### config.mk
export PLATFORM = sky130hd
export DESIGN_NAME = game_countdown_flat
export DESIGN_NICKNAME = d
export VERILOG_FILES = /design/src/rtl/game_timer_pkg.sv /design/src/rtl/game_countdown_if.sv /design/src/rtl/game_countdown_tick_edge_detect.sv /design/src/rtl/game_countdown.sv /design/src/flat_wrapper.sv
export SDC_FILE = /design/constraint.sdc
export NUM_CORES = 1
export LEC_CHECK = 0
export ABC_AREA = 1
export CORE_UTILIZATION = 40
export CTS_CLUSTER_SIZE = 30
export DETAILED_ROUTE_END_ITERATION = 16
export PLACE_DENSITY = 0.69
export SYNTH_ARGS = -nofsm -noshare
export SYNTH_HDL_FRONTEND = slang
export SYNTH_SLANG_ARGS = --single-unit
### constraint.sdc
create_clock -name clk_in -period 1.4 [get_ports clk_in]
set_input_delay 0.28 -clock clk_in [delete_from_list [all_inputs] [get_ports clk_in]]
set_output_delay 0.28 -clock clk_in [all_outputs]
set_load 0.005 [all_outputs]
### src/rtl/game_timer_pkg.sv
// Shared definitions for the game timer blocks: countdown FSM states,
// BCD digit width and helpers that split a seconds value into BCD digits.
package game_timer_pkg;

    localparam int BCD_W = 4;

    typedef enum logic [1:0] {
        ST_IDLE  = 2'd0,
        ST_RUN   = 2'd1,
        ST_PAUSE = 2'd2,
        ST_DONE  = 2'd3
    } state_t;

    // Tens digit of a seconds value in 0..99
    function automatic logic [BCD_W-1:0] to_bcd_tens(input int unsigned value);
        return BCD_W'(value / 10);
    endfunction

    // Ones digit of a seconds value in 0..99
    function automatic logic [BCD_W-1:0] to_bcd_ones(input int unsigned value);
        return BCD_W'(value % 10);
    endfunction

endpackage

### src/rtl/game_countdown_if.sv
// Control and display bundle of the round countdown. The game side (master)
// drives tick/start/hold; the countdown (slave) returns digits and status.
interface game_countdown_if;
    import game_timer_pkg::*;

    logic             tick;
    logic             start;
    logic             hold;
    logic [BCD_W-1:0] secs_tens;
    logic [BCD_W-1:0] secs_ones;
    logic             running;
    logic             expired;
    logic             game_over;
    logic             warn;

    modport master (
        output tick, start, hold,
        input  secs_tens, secs_ones, running, expired, game_over, warn
    );

    modport slave (
        input  tick, start, hold,
        output secs_tens, secs_ones, running, expired, game_over, warn
    );
endinterface

### src/rtl/game_countdown_tick_edge_detect.sv
// Rising-edge detector for slow strobes and button levels: one flop plus
// an AND gate, so a level held high for many cycles yields a single pulse.
module tick_edge_detect (
    input  logic clk_in,
    input  logic rst,
    input  logic tick,
    output logic tick_rise
);

    logic tick_q;

    // Remember the previous sample of the strobe
    always_ff @(posedge clk_in or posedge rst) begin
        if (rst) begin
            tick_q <= 1'b0;
        end else begin
            tick_q <= tick;
        end
    end

    assign tick_rise = tick & ~tick_q;

endmodule

### src/rtl/game_countdown.sv
// Round countdown for whack-a-mole: loads GAME_SECONDS on start, counts
// down one second per tick rising edge in BCD, and flags the end of round.
// Optional feature macro: COUNTDOWN_WARN_EN builds the low-time warn flag;
// without it warn is tied low and no compare logic exists.
module game_countdown
    import game_timer_pkg::*;
#(
    parameter int GAME_SECONDS = 60,
    parameter int WARN_SECONDS = 10
) (
    input  logic              clk_in,
    input  logic              rst,
    game_countdown_if.slave   bus
);

    localparam logic [BCD_W-1:0] RELOAD_TENS = to_bcd_tens(GAME_SECONDS);
    localparam logic [BCD_W-1:0] RELOAD_ONES = to_bcd_ones(GAME_SECONDS);

    // Refuse to elaborate with a round length or threshold out of range
    if (GAME_SECONDS < 1 || GAME_SECONDS > 99 ||
        WARN_SECONDS < 0 || WARN_SECONDS > GAME_SECONDS) begin : g_bad_param
        $error("game_countdown: GAME_SECONDS/WARN_SECONDS out of range");
    end

    state_t           state_q, state_d;
    logic [BCD_W-1:0] tens_q, tens_d;
    logic [BCD_W-1:0] ones_q, ones_d;
    logic             running_q, running_d;
    logic             expired_q, expired_d;
    logic             game_over_q, game_over_d;
    logic             tick_rise;

    tick_edge_detect u_tick_edge (
        .clk_in    (clk_in),
        .rst       (rst),
        .tick      (bus.tick),
        .tick_rise (tick_rise)
    );

    // Next state and counter: start overrides everything, hold overrides a tick
    always_comb begin
        state_d   = state_q;
        tens_d    = tens_q;
        ones_d    = ones_q;
        expired_d = 1'b0;
        if (bus.start) begin
            tens_d  = RELOAD_TENS;
            ones_d  = RELOAD_ONES;
            state_d = bus.hold ? ST_PAUSE : ST_RUN;
        end else begin
            case (state_q)
                ST_RUN: begin
                    if (bus.hold) begin
                        state_d = ST_PAUSE;
                    end else if (tick_rise) begin
                        if (ones_q != '0) begin
                            ones_d = ones_q - 1'b1;
                        end else if (tens_q != '0) begin
                            ones_d = BCD_W'(9);
                            tens_d = tens_q - 1'b1;
                        end
                        // Final second just elapsed: 01 -> 00 ends the round
                        if (tens_q == '0 && ones_q == BCD_W'(1)) begin
                            state_d   = ST_DONE;
                            expired_d = 1'b1;
                        end
                    end
                end
                ST_PAUSE: begin
                    if (!bus.hold) begin
                        state_d = ST_RUN;
                    end
                end
                default: begin
                    state_d = state_q;
                end
            endcase
        end
        running_d   = (state_d == ST_RUN);
        game_over_d = (state_d == ST_DONE);
    end

    // State, digits and status flags
    always_ff @(posedge clk_in or posedge rst) begin
        if (rst) begin
            state_q     <= ST_IDLE;
            tens_q      <= RELOAD_TENS;
            ones_q      <= RELOAD_ONES;
            running_q   <= 1'b0;
            expired_q   <= 1'b0;
            game_over_q <= 1'b0;
        end else begin
            state_q     <= state_d;
            tens_q      <= tens_d;
            ones_q      <= ones_d;
            running_q   <= running_d;
            expired_q   <= expired_d;
            game_over_q <= game_over_d;
        end
    end

`ifdef COUNTDOWN_WARN_EN
    logic       warn_q, warn_d;
    logic [6:0] remain_d;

    // Warn compares the next count so it moves on the same edge as the digits
    always_comb begin
        remain_d = {3'b000, tens_d} * 7'd10 + {3'b000, ones_d};
        warn_d   = ((state_d == ST_RUN) || (state_d == ST_PAUSE)) &&
                   (remain_d <= 7'(WARN_SECONDS));
    end

    // Registered warn flag
    always_ff @(posedge clk_in or posedge rst) begin
        if (rst) begin
            warn_q <= 1'b0;
        end else begin
            warn_q <= warn_d;
        end
    end

    assign bus.warn = warn_q;
`else
    assign bus.warn = 1'b0;
`endif

    assign bus.secs_tens = tens_q;
    assign bus.secs_ones = ones_q;
    assign bus.running   = running_q;
    assign bus.expired   = expired_q;
    assign bus.game_over = game_over_q;

endmodule

### src/flat_wrapper.sv
// flat-port wrapper written by rule: the top's interface ports become plain ports
module game_countdown_flat import game_timer_pkg::*;
#(
    parameter int GAME_SECONDS = 60,
    parameter int WARN_SECONDS = 10
)
  (clk_in, rst, bus_tick, bus_start, bus_hold, bus_secs_tens, bus_secs_ones, bus_running, bus_expired, bus_game_over, bus_warn);
  game_countdown_if bus_i ();
  input  logic clk_in;
  input  logic rst;
  input wire logic [$bits(bus_i.tick)-1:0] bus_tick;
  input wire logic [$bits(bus_i.start)-1:0] bus_start;
  input wire logic [$bits(bus_i.hold)-1:0] bus_hold;
  output wire logic [$bits(bus_i.secs_tens)-1:0] bus_secs_tens;
  output wire logic [$bits(bus_i.secs_ones)-1:0] bus_secs_ones;
  output wire logic [$bits(bus_i.running)-1:0] bus_running;
  output wire logic [$bits(bus_i.expired)-1:0] bus_expired;
  output wire logic [$bits(bus_i.game_over)-1:0] bus_game_over;
  output wire logic [$bits(bus_i.warn)-1:0] bus_warn;
  assign bus_i.tick = bus_tick;
  assign bus_i.start = bus_start;
  assign bus_i.hold = bus_hold;
  assign bus_secs_tens = bus_i.secs_tens;
  assign bus_secs_ones = bus_i.secs_ones;
  assign bus_running = bus_i.running;
  assign bus_expired = bus_i.expired;
  assign bus_game_over = bus_i.game_over;
  assign bus_warn = bus_i.warn;
  game_countdown #(.GAME_SECONDS(GAME_SECONDS), .WARN_SECONDS(WARN_SECONDS)) u_core (.clk_in(clk_in), .rst(rst), .bus(bus_i));
endmodule
==> flow_metrics.env, run 1 <==
export IMPL_insertedDiodeCount=0
export IMPL_yosysSeqAreaShare=0.3933
export IMPL_die_w_microns=49.36
export IMPL_port_buffers=15
export IMPL_violations="setup timing"
export IMPL_finalCritPeriodShare=1.086
export IMPL_clock_skew_final_ps=0.5301
export IMPL_core_area_sq_um=2042
export IMPL_grt_max_degree=10
export IMPL_drive_gt1_frac=0.4966
export IMPL_p_sw_mw=0.8583
export IMPL_vias_per_cell=4.891
export IMPL_die_height_microns=49.36
export IMPL_cts_clk_slew_worst_paths_ps=90
export IMPL_setup_violations=8
export IMPL_hold_slack_ps=248.3
export IMPL_grt_pass1_wl_mm=3.670
export IMPL_ir_drop_uv=997.4
export IMPL_cts_made_buffers=3
export IMPL_dieArea_sq_um=2436
export IMPL_synth_cells=106
export IMPL_drv_cap=0
export IMPL_async_reset_ff_frac=1.000
export IMPL_route_vias_total=851
export IMPL_avgSynthCellArea_sq_um=8.463
export IMPL_stdcell_area_sq_um=1379
export IMPL_critPathCaptureType="flip-flop"
export IMPL_pwr_share_seq=0.269
export IMPL_num_nets_final=159
export IMPL_power_density_nw_per_um2=1553
export IMPL_status="complete, but fails checks"
export IMPL_track_usage=0.2013
export IMPL_dpl_instance_area_sq_um=1149
export IMPL_wl_per_cell_microns=13.44
export IMPL_grt_overflow=0
export IMPL_cts_hold_buf=0
export IMPL_worst_slack_ps=-120.9
export IMPL_synth_top_area_share=0.3347
export IMPL_hpwl_mm=1.450
export IMPL_setup_tns_ps=-451.5
export IMPL_crit_required_ps=1590
export IMPL_route_antenna_remaining_nets=0
export IMPL_wl_mm=2.339
export IMPL_antenna_found_initial=0
export IMPL_drc=0
export IMPL_cts_htree_levels=1
export IMPL_r2r_cells=8
export IMPL_start_util=0.4393
export IMPL_fin_crit_ps=1521
export IMPL_yosys_warnings=0
export IMPL_clock_sinks=14
export IMPL_synth_nets=117
export IMPL_leakage_nw=0.7436
export IMPL_synth_area_leaders="dfrtp_1, ha_1, nand2_1"
export IMPL_maxSlewViolCount=0
export IMPL_p_comb_frac=0.587
export IMPL_ys_ff_latch=14
export IMPL_cp_max_fo=3
export IMPL_syn_area_sq_um=897.1
export IMPL_synth_commonest_cells="nand2_1, dfrtp_1, inv_1"
export IMPL_path_class="reg -> reg"
export IMPL_sw_frac_of_total=0.4009
export IMPL_nFillCells=170
export IMPL_hold_viol=0
export IMPL_fin_util=0.6752
export IMPL_ys_flop_type="dfrtp_1"
export IMPL_grt_pass1_vias=871
export IMPL_p_int_mw=1.283
export IMPL_worstSkewPairLatency_ps=290
export IMPL_cts_root_buf="clkbuf_4"
export IMPL_fmax_ghz=0.6575
export IMPL_synth_top_cell_by_area="dfrtp_1"
export IMPL_drtPass1Iterations=4
export IMPL_critPathLaunchType="flip-flop"
export IMPL_crit_arrival_ps=1710
export IMPL_post_synth_top_count_cell="nand2_1"
export IMPL_ios=17
export IMPL_clkPwrFrac=0.144
export IMPL_yosysUniqueCellTypes=26
export IMPL_synth_edf_count=0
export IMPL_cts_tree="yes"
export IMPL_total_power_mw=2.141
export IMPL_area_delta_synth_final_pct=53.70
export IMPL_clock_path_buffers=2
export IMPL_num_rows=16
export IMPL_hold_path_class="in -> async"
export IMPL_drt_iter0_drc=30
export IMPL_gp_routability_congestion=0.9094
export IMPL_rsz0062_at_grt="true"
-- worst paths after layout --
check	start	to	slack [ps]
min in group clk_in	bus_tick	u_core.u_tick_edge.tick_q	500
min	rst	u_core.bus.secs_ones[1]	250
max in group asynchronous	rst	u_core.bus.secs_tens[1]	960
max reg2reg	u_core.state_q[1]	u_core.bus.game_over	-120
max	u_core.state_q[1]	u_core.bus.game_over	-120
min reg2reg	u_core.bus.secs_tens[0]	u_core.bus.secs_tens[0]	520
-- final cells by class --
type	count	area [sq um]	share of cell area
Timing Repair Buffer	37	315.3	0.2287
Multi-Input combinational cell	75	570.5	0.4138
Clock buffer	4	36.28	0.02632
Sequential cell	14	354.1	0.2568
Inverter	17	68.82	0.04991
Tap cell	27	33.78	0.02450
-- placed cells by master, fill, tap and decap left out, types with 3 or more instances in the layout --
master and n:
clkbuf_4 3, dfrtp_1 11, buf_4 22, nor2_2 3, ha_4 3, inv_2 9, nand2_4 6, nand3_1 7
clkdlybuf4s50_1 4, nand2_1 15, dlymetal6s2s_1 3, xor2_1 3, nand2_2 8, nand4_1 3, nor2_1 5, inv_1 6
dlygate4sd2_1 7, o21ai_1 3
-- sequential cells by signal (all words and copies together) (netlist names), named ones only --
signal,count
u_core.bus.secs_ones,4
u_core.state_q,1
u_core.bus.expired,1
u_core.bus.game_over,1
u_core.bus.running,1
u_core.bus.secs_tens,4
u_core.u_tick_edge.tick_q,1
-- routing by layer --
metal  wire (microns)  share of wire  track usage
met1              987           0.42       0.2250
met4               70          0.030       0.1078
met5                0              0            0
met2             1188           0.51       0.3584
met3               93          0.040      0.03427
-- metrics by stage --
stage	setup WS [ps]	std cells
5_1_grt	-130.8	174
4_1_cts	-7.602	170
3_5_place_dp	-118.1	157
6_report	-120.9	174
2_1_floorplan	51.58	106
3_3_place_gp	-93.39	157
-- cell families (layout without fill, tap and decap cells) --
family,after synthesis,count (layout),synth area share
buffers and inverters,18,58,0.08229
other,1,1,0.004180
xor gates and xnor gates,3,3,0.02929
adders and majority gates,6,6,0.08368
AOI/OAI and AO/OA,11,11,0.07810
and+or+nand+nor,53,54,0.3291
DFF,14,14,0.3933
-- power groups by stage --
stage / clock network (mW) / registers, mW / logic, mW
2_1_floorplan: 0 / 0.601 / 0.514
3_3_place_gp: 0 / 0.596 / 0.895
3_5_place_dp: 0 / 0.603 / 0.917
4_1_cts: 0.304 / 0.565 / 1.09
5_1_grt: 0.324 / 0.583 / 1.38
6_report: 0.309 / 0.575 / 1.26
-- worst max-delay path, cell delays in order, from the launching register on --
cell and delay, ps:
dfrtp_1 440, ha_4 300, inv_1 70, nand3_1 90
nand2_1 80, nor2_1 180, nand2_1 90, nand2_2 120
nor2_2 50
-- timing repair --
item                                   4_1_cts  5_1_grt
resized for setup                           23       16
endpoints found under the hold margin        0        0
setup endpoints to repair                   11       16
pin swaps                                    7        7
buffers inserted                             9        4
gates cloned                                 0        1
Power figures use the tool's default switching activity.
==> inputs of run 2 (changes only) <==
--- a/config.mk
+++ b/config.mk
@@ -7,9 +7,11 @@
 export LEC_CHECK = 0
 export ABC_AREA = 1
 export CORE_UTILIZATION = 40
+export CTS_CLUSTER_DIAMETER = 150
 export CTS_CLUSTER_SIZE = 30
 export DETAILED_ROUTE_END_ITERATION = 16
 export PLACE_DENSITY = 0.69
 export SYNTH_ARGS = -nofsm -noshare
 export SYNTH_HDL_FRONTEND = slang
 export SYNTH_SLANG_ARGS = --single-unit
+export TNS_END_PERCENT = 50
==> flow_metrics.env, run 2 (synthesis results as in run 1) <==
export IMPL_worst_slack_ps=-46.04
export IMPL_worst_path_max_delay_cell="dfstp_2"
export IMPL_insertedDiodeCount=0
export IMPL_drtPass1Iterations=4
export IMPL_finalCritPeriodShare=1.033
export IMPL_leakage_nw=0.7112
export IMPL_start_util=0.4393
export IMPL_die_w_microns=49.36
export IMPL_drive_gt1_frac=0.4755
export IMPL_cts_clk_slew_worst_paths_ps=100
export IMPL_maxSlewViolCount=0
export IMPL_hold_path_class="in -> async"
export IMPL_cts_made_buffers=3
export IMPL_worstPathCellList="buf_6, inv_4, ha_4, nand2_4, nor2_4, nand2_2, nand2_1, nand2_1, nand2_2, nand2_2, nand2_1"
export IMPL_ir_drop_uv=956.0
export IMPL_sw_frac_of_total=0.3963
export IMPL_drv_cap=0
export IMPL_fin_util=0.6483
export IMPL_cp_buffers_inverters=2
export IMPL_cts_root_buf="clkbuf_4"
export IMPL_total_power_mw=1.990
export IMPL_instances_no_fill=170
export IMPL_grt_overflow=0
export IMPL_grt_pass1_vias=827
export IMPL_clock_skew_final_ps=8.889
export IMPL_drt_iter0_drc=24
export IMPL_cts_tree="yes"
export IMPL_hold_viol=0
export IMPL_p_sw_mw=0.7884
export IMPL_placed_cells=157
export IMPL_cpPeakStageDelay_ps=550
export IMPL_clkPwrFrac=0.154
export IMPL_drc=0
export IMPL_hpwl_mm=1.450
export IMPL_violations="setup timing"
export IMPL_final_common_cell="buf_4"
export IMPL_grt_max_degree=10
export IMPL_fin_crit_ps=1446
export IMPL_num_rows=16
export IMPL_setup_tns_ps=-98.81
export IMPL_p_comb_frac=0.557
export IMPL_ios=17
export IMPL_route_vias_total=824
export IMPL_crit_required_ps=1570
export IMPL_p_int_mw=1.201
export IMPL_cts_hold_buf=0
export IMPL_clock_sinks=14
export IMPL_power_density_nw_per_um2=1503
export IMPL_crit_arrival_ps=1620
export IMPL_cp_max_fo=2
export IMPL_rsz0062_at_grt="true"
export IMPL_fmax_ghz=0.6915
export IMPL_critPathLaunchType="flip-flop"
export IMPL_grt_pass1_wl_mm=3.443
export IMPL_pwr_share_seq=0.289
export IMPL_status="complete, but fails checks"
export IMPL_wl_per_cell_microns=12.32
export IMPL_vias_per_cell=4.847
export IMPL_hold_slack_ps=249.6
export IMPL_setup_violations=6
export IMPL_final_cell_mix="buf_4, nand2_1, dfrtp_1"
export IMPL_wl_mm=2.095
export IMPL_port_buffers=15
export IMPL_cts_htree_levels=1
export IMPL_num_nets_final=155
export IMPL_core_area_sq_um=2042
export IMPL_route_antenna_remaining_nets=0
export IMPL_die_height_microns=49.36
export IMPL_critPathCaptureType="flip-flop"
export IMPL_antenna_found_initial=0
export IMPL_cpLargestDelayFamily="flip-flops"
export IMPL_clock_path_buffers=2
export IMPL_path_class="reg -> reg"
export IMPL_dieArea_sq_um=2436
export IMPL_worstSkewPairLatency_ps=280
export IMPL_track_usage=0.1855
export IMPL_area_delta_synth_final_pct=47.56
export IMPL_gp_routability_congestion=0.9094
==> run 2: metal layers <==
metal / track usage / share of wire / up-vias
li1: - / - / 412
met5: 0 / 0 / -
met1: 0.2188 / 0.43 / 378
met2: 0.3356 / 0.50 / 30
met3: 0.02804 / 0.051 / 4
met4: 0.06373 / 0.012 / 0
==> run 2: layout make-up <==
class / instances / area [sq um]
clock buffer: 4 / 36.28
fill: 184 / 718.2
inverter: 17 / 68.82
multi-input combinational: 74 / 538.0
sequential: 14 / 354.1
tap: 27 / 33.78
timing repair buffer: 34 / 292.8
==> run 2: timing repair <==
action / 4_1_cts / 5_1_grt
pin swaps: 3 / 6
setup endpoints to repair: 11 / 15
endpoints found under the hold margin: 0 / 0
setup buffers: 5 / 4
resized for setup: 12 / 23
==> run 2: worst paths after layout <==
check | slack [ps] | cells after the start | endpoint | start
min reg2reg | 520 | 2 | u_core.bus.secs_tens[0] | u_core.bus.secs_tens[0]
min in group clk_in | 500 | 1 | u_core.u_tick_edge.tick_q | bus_tick
max in group asynchronous | 960 | 3 | u_core.bus.secs_tens[1] | rst
max reg2reg | -50 | 11 | u_core.state_q[1] | u_core.bus.secs_tens[1]
max | -50 | 11 | u_core.state_q[1] | u_core.bus.secs_tens[1]
min | 250 | 3 | u_core.bus.secs_ones[1] | rst
==> run 2: tightest hold or removal path: stages <==
cell and delay (ps):
clkdlybuf4s50_1 390, inv_1 70, buf_4 140
==> run 2: stage by stage <==
step | worst slack [ps] | cell area [sq um]
after global routing | -127.0 | 1324
after detailed placement | -118.1 | 1149
final | -46.04 | 1324
after floorplan | 51.58 | 897.1
after CTS | -71.51 | 1226
after global placement | -93.39 | 1149
==> run 2: power by group through the flow <==
stage / clock network, mW / registers [mW] / logic (mW)
floorplan: 0 / 0.601 / 0.514
global placement: 0 / 0.596 / 0.895
detailed placement: 0 / 0.603 / 0.917
CTS: 0.304 / 0.571 / 0.981
global route: 0.319 / 0.585 / 1.23
finish: 0.307 / 0.574 / 1.11
